[config.mk]
export PLATFORM = sky130hd
export DESIGN_NAME = fuzz_stim_sequencer
export DESIGN_NICKNAME = d
export VERILOG_FILES = /design/src/rtl/fuzz_seq_pkg.sv /design/src/rtl/fuzz_stim_sequencer_lcg.sv /design/src/rtl/fuzz_stim_sequencer.sv
export SDC_FILE = /design/constraint.sdc
export NUM_CORES = 2
export LEC_CHECK = 0
export CAP_MARGIN = 20
export CORE_MARGIN = 2
export CORE_UTILIZATION = 47
export CTS_CLUSTER_DIAMETER = 60
export CTS_CLUSTER_SIZE = 12
export DETAILED_ROUTE_END_ITERATION = 16
export PLACE_DENSITY = 0.77
export SETUP_SLACK_MARGIN = 0.2
export SYNTH_ARGS = -nofsm -noshare
export SYNTH_HDL_FRONTEND = slang
export SYNTH_SLANG_ARGS = --single-unit
export TNS_END_PERCENT = 5
[constraint.sdc]
create_clock -name clk -period 6.7 [get_ports clk]
set_input_delay 1.675 -clock clk [delete_from_list [all_inputs] [get_ports clk]]
set_output_delay 1.675 -clock clk [all_outputs]
set_load 0.01 [all_outputs]
[src/rtl/fuzz_seq_pkg.sv]
// Shared types and helpers for the fuzz stimulus sequencer: LCG constants,
// FSM state encoding, the LCG step function and the response-folding function.
package fuzz_seq_pkg;

  localparam logic [31:0] LCG_A_DEF = 32'h41C6_4E6D;
  localparam logic [31:0] LCG_C_DEF = 32'h0000_3039;

  // Widest response the folding helper accepts; narrower responses are zero-extended.
  localparam int FOLD_MAX_W = 1024;

  typedef enum logic [2:0] {
    S_IDLE,
    S_DRST,
    S_GEN,
    S_APPLY,
    S_DONE
  } seq_state_e;

  function automatic logic [31:0] lcg_next(input logic [31:0] x,
                                           input logic [31:0] a = LCG_A_DEF,
                                           input logic [31:0] c = LCG_C_DEF);
    return x * a + c;
  endfunction

  function automatic logic [31:0] fold32(input logic [FOLD_MAX_W-1:0] v);
    logic [31:0] acc;
    acc = '0;
    for (int k = 0; k < FOLD_MAX_W / 32; k++) begin
      acc ^= v[k*32 +: 32];
    end
    return acc;
  endfunction

endpackage

[src/rtl/fuzz_stim_sequencer_lcg.sv]
// fuzz_lcg32: 32-bit LCG state register with seed load and single-step advance.
// next_o is the value the register takes on the next step, i.e. the next word.
module fuzz_lcg32
  import fuzz_seq_pkg::*;
#(
  parameter logic [31:0] A = LCG_A_DEF,
  parameter logic [31:0] C = LCG_C_DEF
) (
  input  logic        clk,
  input  logic        rst,
  input  logic        load_i,
  input  logic        step_i,
  input  logic [31:0] seed_i,
  output logic [31:0] next_o
);

  logic [31:0] state_q;

  assign next_o = lcg_next(state_q, A, C);

  always_ff @(posedge clk) begin
    // NOTE: sequential state uses non-blocking assignments so every register
    // samples pre-edge values; blocking here would create order-dependent races.
    if (rst) begin
      state_q <= '0;
    end else if (load_i) begin
      state_q <= seed_i;
    end else if (step_i) begin
      state_q <= next_o;
    end
  end

endmodule

[src/rtl/fuzz_stim_sequencer.sv]
// Stimulus sequencer: resets the DUT, streams LCG-generated vectors into it and
// compresses its responses into a MISR signature. Optional trace: FUZZ_SEQ_TRACE_EN.
module fuzz_stim_sequencer
  import fuzz_seq_pkg::*;
#(
  parameter int          IN_W        = 263,
  parameter int          OUT_W       = 330,
  parameter logic [31:0] LCG_A       = LCG_A_DEF,
  parameter logic [31:0] LCG_C       = LCG_C_DEF,
  parameter int          DUT_RST_CYC = 2
) (
  input  logic              clk,
  input  logic              rst,
  input  logic              start,
  input  logic              stop,
  input  logic [31:0]       seed,
  input  logic [31:0]       cycles,
  output logic              dut_rst_n,
  output logic [IN_W-1:0]   dut_in_flat,
  input  logic [OUT_W-1:0]  dut_out_flat,
  output logic              vec_apply,
  output logic [31:0]       cyc_cnt,
  output logic [31:0]       signature,
  output logic              busy,
  output logic              done
);

  localparam int NW     = (IN_W + 31) / 32;
  localparam int LAST_W = IN_W - 32 * (NW - 1);
  localparam int WIDX_W = $clog2(NW + 1);
  localparam int RCNT_W = $clog2(DUT_RST_CYC + 1);

  seq_state_e        state_q, state_d;
  logic [31:0]       limit_q, limit_d;
  logic [31:0]       cyc_cnt_q, cyc_cnt_d;
  logic [31:0]       sig_q, sig_d;
  logic [WIDX_W-1:0] widx_q, widx_d;
  logic [RCNT_W-1:0] rcnt_q, rcnt_d;
  logic [IN_W-1:0]   shadow_q, shadow_d;
  logic [IN_W-1:0]   dut_in_q, dut_in_d;
  logic              vec_apply_q, vec_apply_d;
  logic              dut_rst_n_q, dut_rst_n_d;
  logic              busy_q, busy_d;
  logic              done_q, done_d;
  logic              fold_pend_q, fold_pend_d;

  logic              lcg_load, lcg_step;
  logic [31:0]       lcg_word;
  logic [FOLD_MAX_W-1:0] out_ext;
  logic [31:0]       sig_step;
  logic [32:0]       cnt_next, lim_end;

  fuzz_lcg32 #(
    .A(LCG_A),
    .C(LCG_C)
  ) u_lcg (
    .clk    (clk),
    .rst    (rst),
    .load_i (lcg_load),
    .step_i (lcg_step),
    .seed_i (seed),
    .next_o (lcg_word)
  );

  always_comb begin
    out_ext               = '0;
    out_ext[OUT_W-1:0]    = dut_out_flat;
    sig_step              = {sig_q[30:0], sig_q[31]} ^ fold32(out_ext);
    // 33-bit compare keeps cycles = 32'hFFFFFFFF from wrapping the end point.
    cnt_next              = {1'b0, cyc_cnt_q} + 33'd1;
    lim_end               = {1'b0, limit_q} + 33'd1;
  end

  always_comb begin
    // NOTE: every combinational output gets a default first, so no path
    // through the case leaves a signal unassigned and no latch is inferred.
    state_d     = state_q;
    limit_d     = limit_q;
    cyc_cnt_d   = cyc_cnt_q;
    sig_d       = sig_q;
    widx_d      = widx_q;
    rcnt_d      = rcnt_q;
    shadow_d    = shadow_q;
    dut_in_d    = dut_in_q;
    vec_apply_d = 1'b0;
    dut_rst_n_d = dut_rst_n_q;
    fold_pend_d = fold_pend_q;
    lcg_load    = 1'b0;
    lcg_step    = 1'b0;
    // Status lags state by one clock so done rises with the final signature fold.
    busy_d      = (state_q == S_DRST) || (state_q == S_GEN) || (state_q == S_APPLY);
    done_d      = (state_q == S_DONE);

    unique case (state_q)
      S_IDLE, S_DONE: begin
        if (start) begin
          state_d     = S_DRST;
          lcg_load    = 1'b1;
          limit_d     = cycles;
          cyc_cnt_d   = '0;
          sig_d       = '0;
          widx_d      = '0;
          rcnt_d      = '0;
          done_d      = 1'b0;
          dut_rst_n_d = 1'b0;
          fold_pend_d = 1'b0;
        end else if (fold_pend_q) begin
          sig_d       = sig_step;
          fold_pend_d = 1'b0;
        end
      end

      S_DRST: begin
        if (stop) begin
          state_d = S_DONE;
        end else begin
          // Word generation overlaps the DUT reset; the last word is left to GEN.
          if (widx_q < WIDX_W'(NW - 1)) begin
            lcg_step = 1'b1;
            widx_d   = widx_q + 1'b1;
          end
          if (rcnt_q == RCNT_W'(DUT_RST_CYC - 1)) begin
            state_d     = S_GEN;
            dut_rst_n_d = 1'b1;
          end else begin
            rcnt_d = rcnt_q + 1'b1;
          end
        end
      end

      S_GEN: begin
        if (stop) begin
          state_d = S_DONE;
        end else begin
          lcg_step = 1'b1;
          if (widx_q == WIDX_W'(NW - 1)) begin
            widx_d  = '0;
            state_d = S_APPLY;
          end else begin
            widx_d = widx_q + 1'b1;
          end
        end
      end

      S_APPLY: begin
        if (stop) begin
          state_d = S_DONE;
        end else begin
          dut_in_d    = shadow_q;
          vec_apply_d = 1'b1;
          if (cyc_cnt_q != '0) sig_d = sig_step;
          cyc_cnt_d   = cnt_next[31:0];
          if (cnt_next == lim_end) begin
            state_d     = S_DONE;
            fold_pend_d = 1'b1;
          end else begin
            state_d = S_GEN;
          end
        end
      end

      default: state_d = S_IDLE;
    endcase

    if (lcg_step) begin
      for (int k = 0; k < NW - 1; k++) begin
        if (widx_q == WIDX_W'(k)) shadow_d[k*32 +: 32] = lcg_word;
      end
      if (widx_q == WIDX_W'(NW - 1)) shadow_d[IN_W-1 -: LAST_W] = lcg_word[LAST_W-1:0];
    end
  end

  always_ff @(posedge clk) begin
    if (rst) begin
      state_q     <= S_IDLE;
      limit_q     <= '0;
      cyc_cnt_q   <= '0;
      sig_q       <= '0;
      widx_q      <= '0;
      rcnt_q      <= '0;
      dut_in_q    <= '0;
      vec_apply_q <= 1'b0;
      dut_rst_n_q <= 1'b0;
      busy_q      <= 1'b0;
      done_q      <= 1'b0;
      fold_pend_q <= 1'b0;
    end else begin
      state_q     <= state_d;
      limit_q     <= limit_d;
      cyc_cnt_q   <= cyc_cnt_d;
      sig_q       <= sig_d;
      widx_q      <= widx_d;
      rcnt_q      <= rcnt_d;
      dut_in_q    <= dut_in_d;
      vec_apply_q <= vec_apply_d;
      dut_rst_n_q <= dut_rst_n_d;
      busy_q      <= busy_d;
      done_q      <= done_d;
      fold_pend_q <= fold_pend_d;
    end
  end

  // NOTE: the shadow vector is deliberately not reset: every word is rewritten
  // before it can reach dut_in_flat, so a reset would only cost routing.
  always_ff @(posedge clk) begin
    shadow_q <= shadow_d;
  end

  assign dut_rst_n   = dut_rst_n_q;
  assign dut_in_flat = dut_in_q;
  assign vec_apply   = vec_apply_q;
  assign cyc_cnt     = cyc_cnt_q;
  assign signature   = sig_q;
  assign busy        = busy_q;
  assign done        = done_q;

`ifdef FUZZ_SEQ_TRACE_EN
  always @(posedge clk) begin
    if (!rst && vec_apply_q) begin
      $display("CYCLE=%0d IN=%0h OUT=%0h", cyc_cnt_q, dut_in_q, dut_out_flat);
    end
    if (!rst && state_q != S_DONE && state_d == S_DONE) begin
      $display("TB_SIM_OK cycles=%0d", cyc_cnt_d);
    end
  end
`else
  // Trace disabled: the build carries no simulation-only code.
`endif

endmodule

==> results.tsv <==
metric	value	unit
status	finished clean	
worst-path-buf-inv	6	
cts.sinks	668	
crit_required	7.07	ns
critPathTopFamily	adder cells	
worst-path-max-fanout	8	
initial_core_util	0.476	
grt_first_pass_wirelength	189	mm
first_pass_iters	5	
num_rows	101	
max_slew_margin	0.214	
ys_ff_latch	668	
cts_buffer_depth	3	
grt_pass1_vias	28200	
critPathLaunchType	flop	
die_w	282	µm
max_stage_delay	0.61	ns
synth_cell_types	64	
hp-class	flop to flop	
finalHoldViolations	0	
ys_warn_count	0	
setup_viol	0	
path_cells	ha_4 > inv_1 > fa_2 > fa_1 > fa_1 > inv_1 > fa_1 > fa_1 > fa_1 > inv_1 > fa_1 > inv_1 > ha_1 > a21o_1 > a21o_1 > a21o_1 > o21ba_2 > a311oi_2 > buf_4 > xnor2_4 > buf_12	
synthTopCellsByArea	dfxtp_1 22%, edfxtp_1 22%, fa_1 10%	
clock_latency	0.64	ns
holdPathStages	2	
cts-root-buf	clkbuf_16	
worst_ep_arrival_time	6.82	ns
ant_nets	0	
ff2ff_setup_slack	0.25	ns
cts-buffers-inserted	74	
worst_path_max_delay_cell	fa_2	
wl_per_cell	24.2	µm
post-route-drc-count	0	
clk_pin_slew	0.06	ns
h-tree-depth	3	
cp.depth	21	
synth_top_area_frac	0.224	
grt_max_degree	194	
crit_path_end_kind	flop	
period_needed	6.45	ns
io_pins	729	
report.final.slew_viol_count	0	
routed_wirelength	134	mm
drive_above_1_share	0.0834	
grt_overflow	0	
cp_common_cell	fa_1	
synth_top_cell_by_area	dfxtp_1	
place_congestion	0.980	
synth_most_common_cell	nand2_1	
port-buffer-count	728	
ff2ff_path_depth	21	
core	76100	µm²
maxCapViolations	0	
hpwl	103	mm
ctsHoldBuffers	0	
fmax	155	MHz
num_vias	29700	
layout.nets	5232	
max_slew.worst_pin.slew	1.18	ns
syn_inst	3650	
rsz0062_at_grt	yes	
syn_nets	4450	
skew	0.0426	ns
async_flop_share	0	
cts_tree	built	
fin_tns_setup	0	ns
yosys-top-cells-count	672 x nand2_1, 405 x dfxtp_1, 403 x inv_1	
crit_type	flop to flop	
antenna_found_initial	26	
initialDrtViolationCount	2919	
period_share	0.963	
synth_area	36200	µm²
areaGrowthSynthToFinish	33.7	%
synth-seq-area-share	0.442	
avgSynthCellArea	9.92	µm²
ys.flop_type	dfxtp_1	
synth-edff-count	263	
die_h	282	µm
grt_util_all_layers	0.329	
avgViaCountPerCell	5.38	
dieArea	79300	µm²
[logic make-up after synthesis]
group           Yosys count  synth area share
compound gates          552            0.0869
simple gates            980             0.116
fa+ha+maj               402             0.177
xor+xnor                482             0.118
buf+inv                 561            0.0593
flops                   668             0.442
mux                       5           0.00138
[tightest hold or removal path, cell delays in order, from the launching register on]
cell     delay, ns
dfxtp_1       0.30
nand2_1       0.05
a21oi_1       0.05
[final cells by class]
class	instances	area (µm²)
antenna	8	20.0
clock buffer	108	2010
clock inverter	22	337
fill	6109	27600
inverter	403	1510
multi-input combinational	2421	18800
sequential	668	16000
tap	1030	1290
timing repair buffer	864	8410
[state kept, by name (all words and copies together), names as in the netlist, 3 cells and up]
register,cells
cyc_cnt,32
shadow_q,263
u_lcg.state_q,32
widx_q,4
dut_in_flat,263
signature,32
limit_q,32
state_q,3
[cells in the final DEF, fill, tap and decap left out, drive strengths merged, types with 41 or more instances in the layout]
cell type,netlist,final
nand2,672,672
o21ai,41,41
xor2,95,95
a22oi,62,62
xnor2,385,385
edfxtp,263,263
clkdlybuf4s50,0,727
dfxtp,405,405
nor2,127,127
inv,403,415
a21oi,367,367
buf,15,137
ha,217,217
fa,185,185
clkbuf,143,108
[per-stage QoR]
step                      instances  area, µm²  worst slack (ns)  hold WS (ns)  utilization
after CTS                      5507      47900             0.110         0.454        0.630
after floorplan                3650      36300             0.237         0.454            -
final                          5524      48400             0.250         0.451        0.637
after global routing           5518      48400             0.108         0.468        0.637
after detailed placement       5372      45500            -0.133         0.446        0.597
after global placement         5371      45400           -0.0140         0.441        0.597
[worst paths after layout]
kind | to | startpoint
hold reg to reg | dut_in_flat[216]$_SDFFE_PP0P_ | dut_in_flat[216]$_SDFFE_PP0P_
setup reg to reg | shadow_q[223]$_DFFE_PP_ | u_lcg.state_q[16]$_SDFFE_PP0P_
setup / recovery | shadow_q[223]$_DFFE_PP_ | u_lcg.state_q[16]$_SDFFE_PP0P_
hold / removal | dut_in_flat[216]$_SDFFE_PP0P_ | dut_in_flat[216]$_SDFFE_PP0P_
[repair_timing]
action / in CTS / in global routing
setup buffers: 5 / 9
pin swaps: 14 / 49
gates resized for setup: 21 / 80
endpoints found under the setup margin: 71 / 109
[routing by layer]
layer  GRT usage  vias up  wire (µm)
met5           0        -        215
met1       0.435    14400      52600
li1            -    13500          -
met3      0.0900      282      14300
met4       0.133       34       5720
met2       0.513     1534      61000
Power is left out: the tool's default activity adds up to more than one toggle a clock period on the data nets, which glitch-free logic cannot reach.
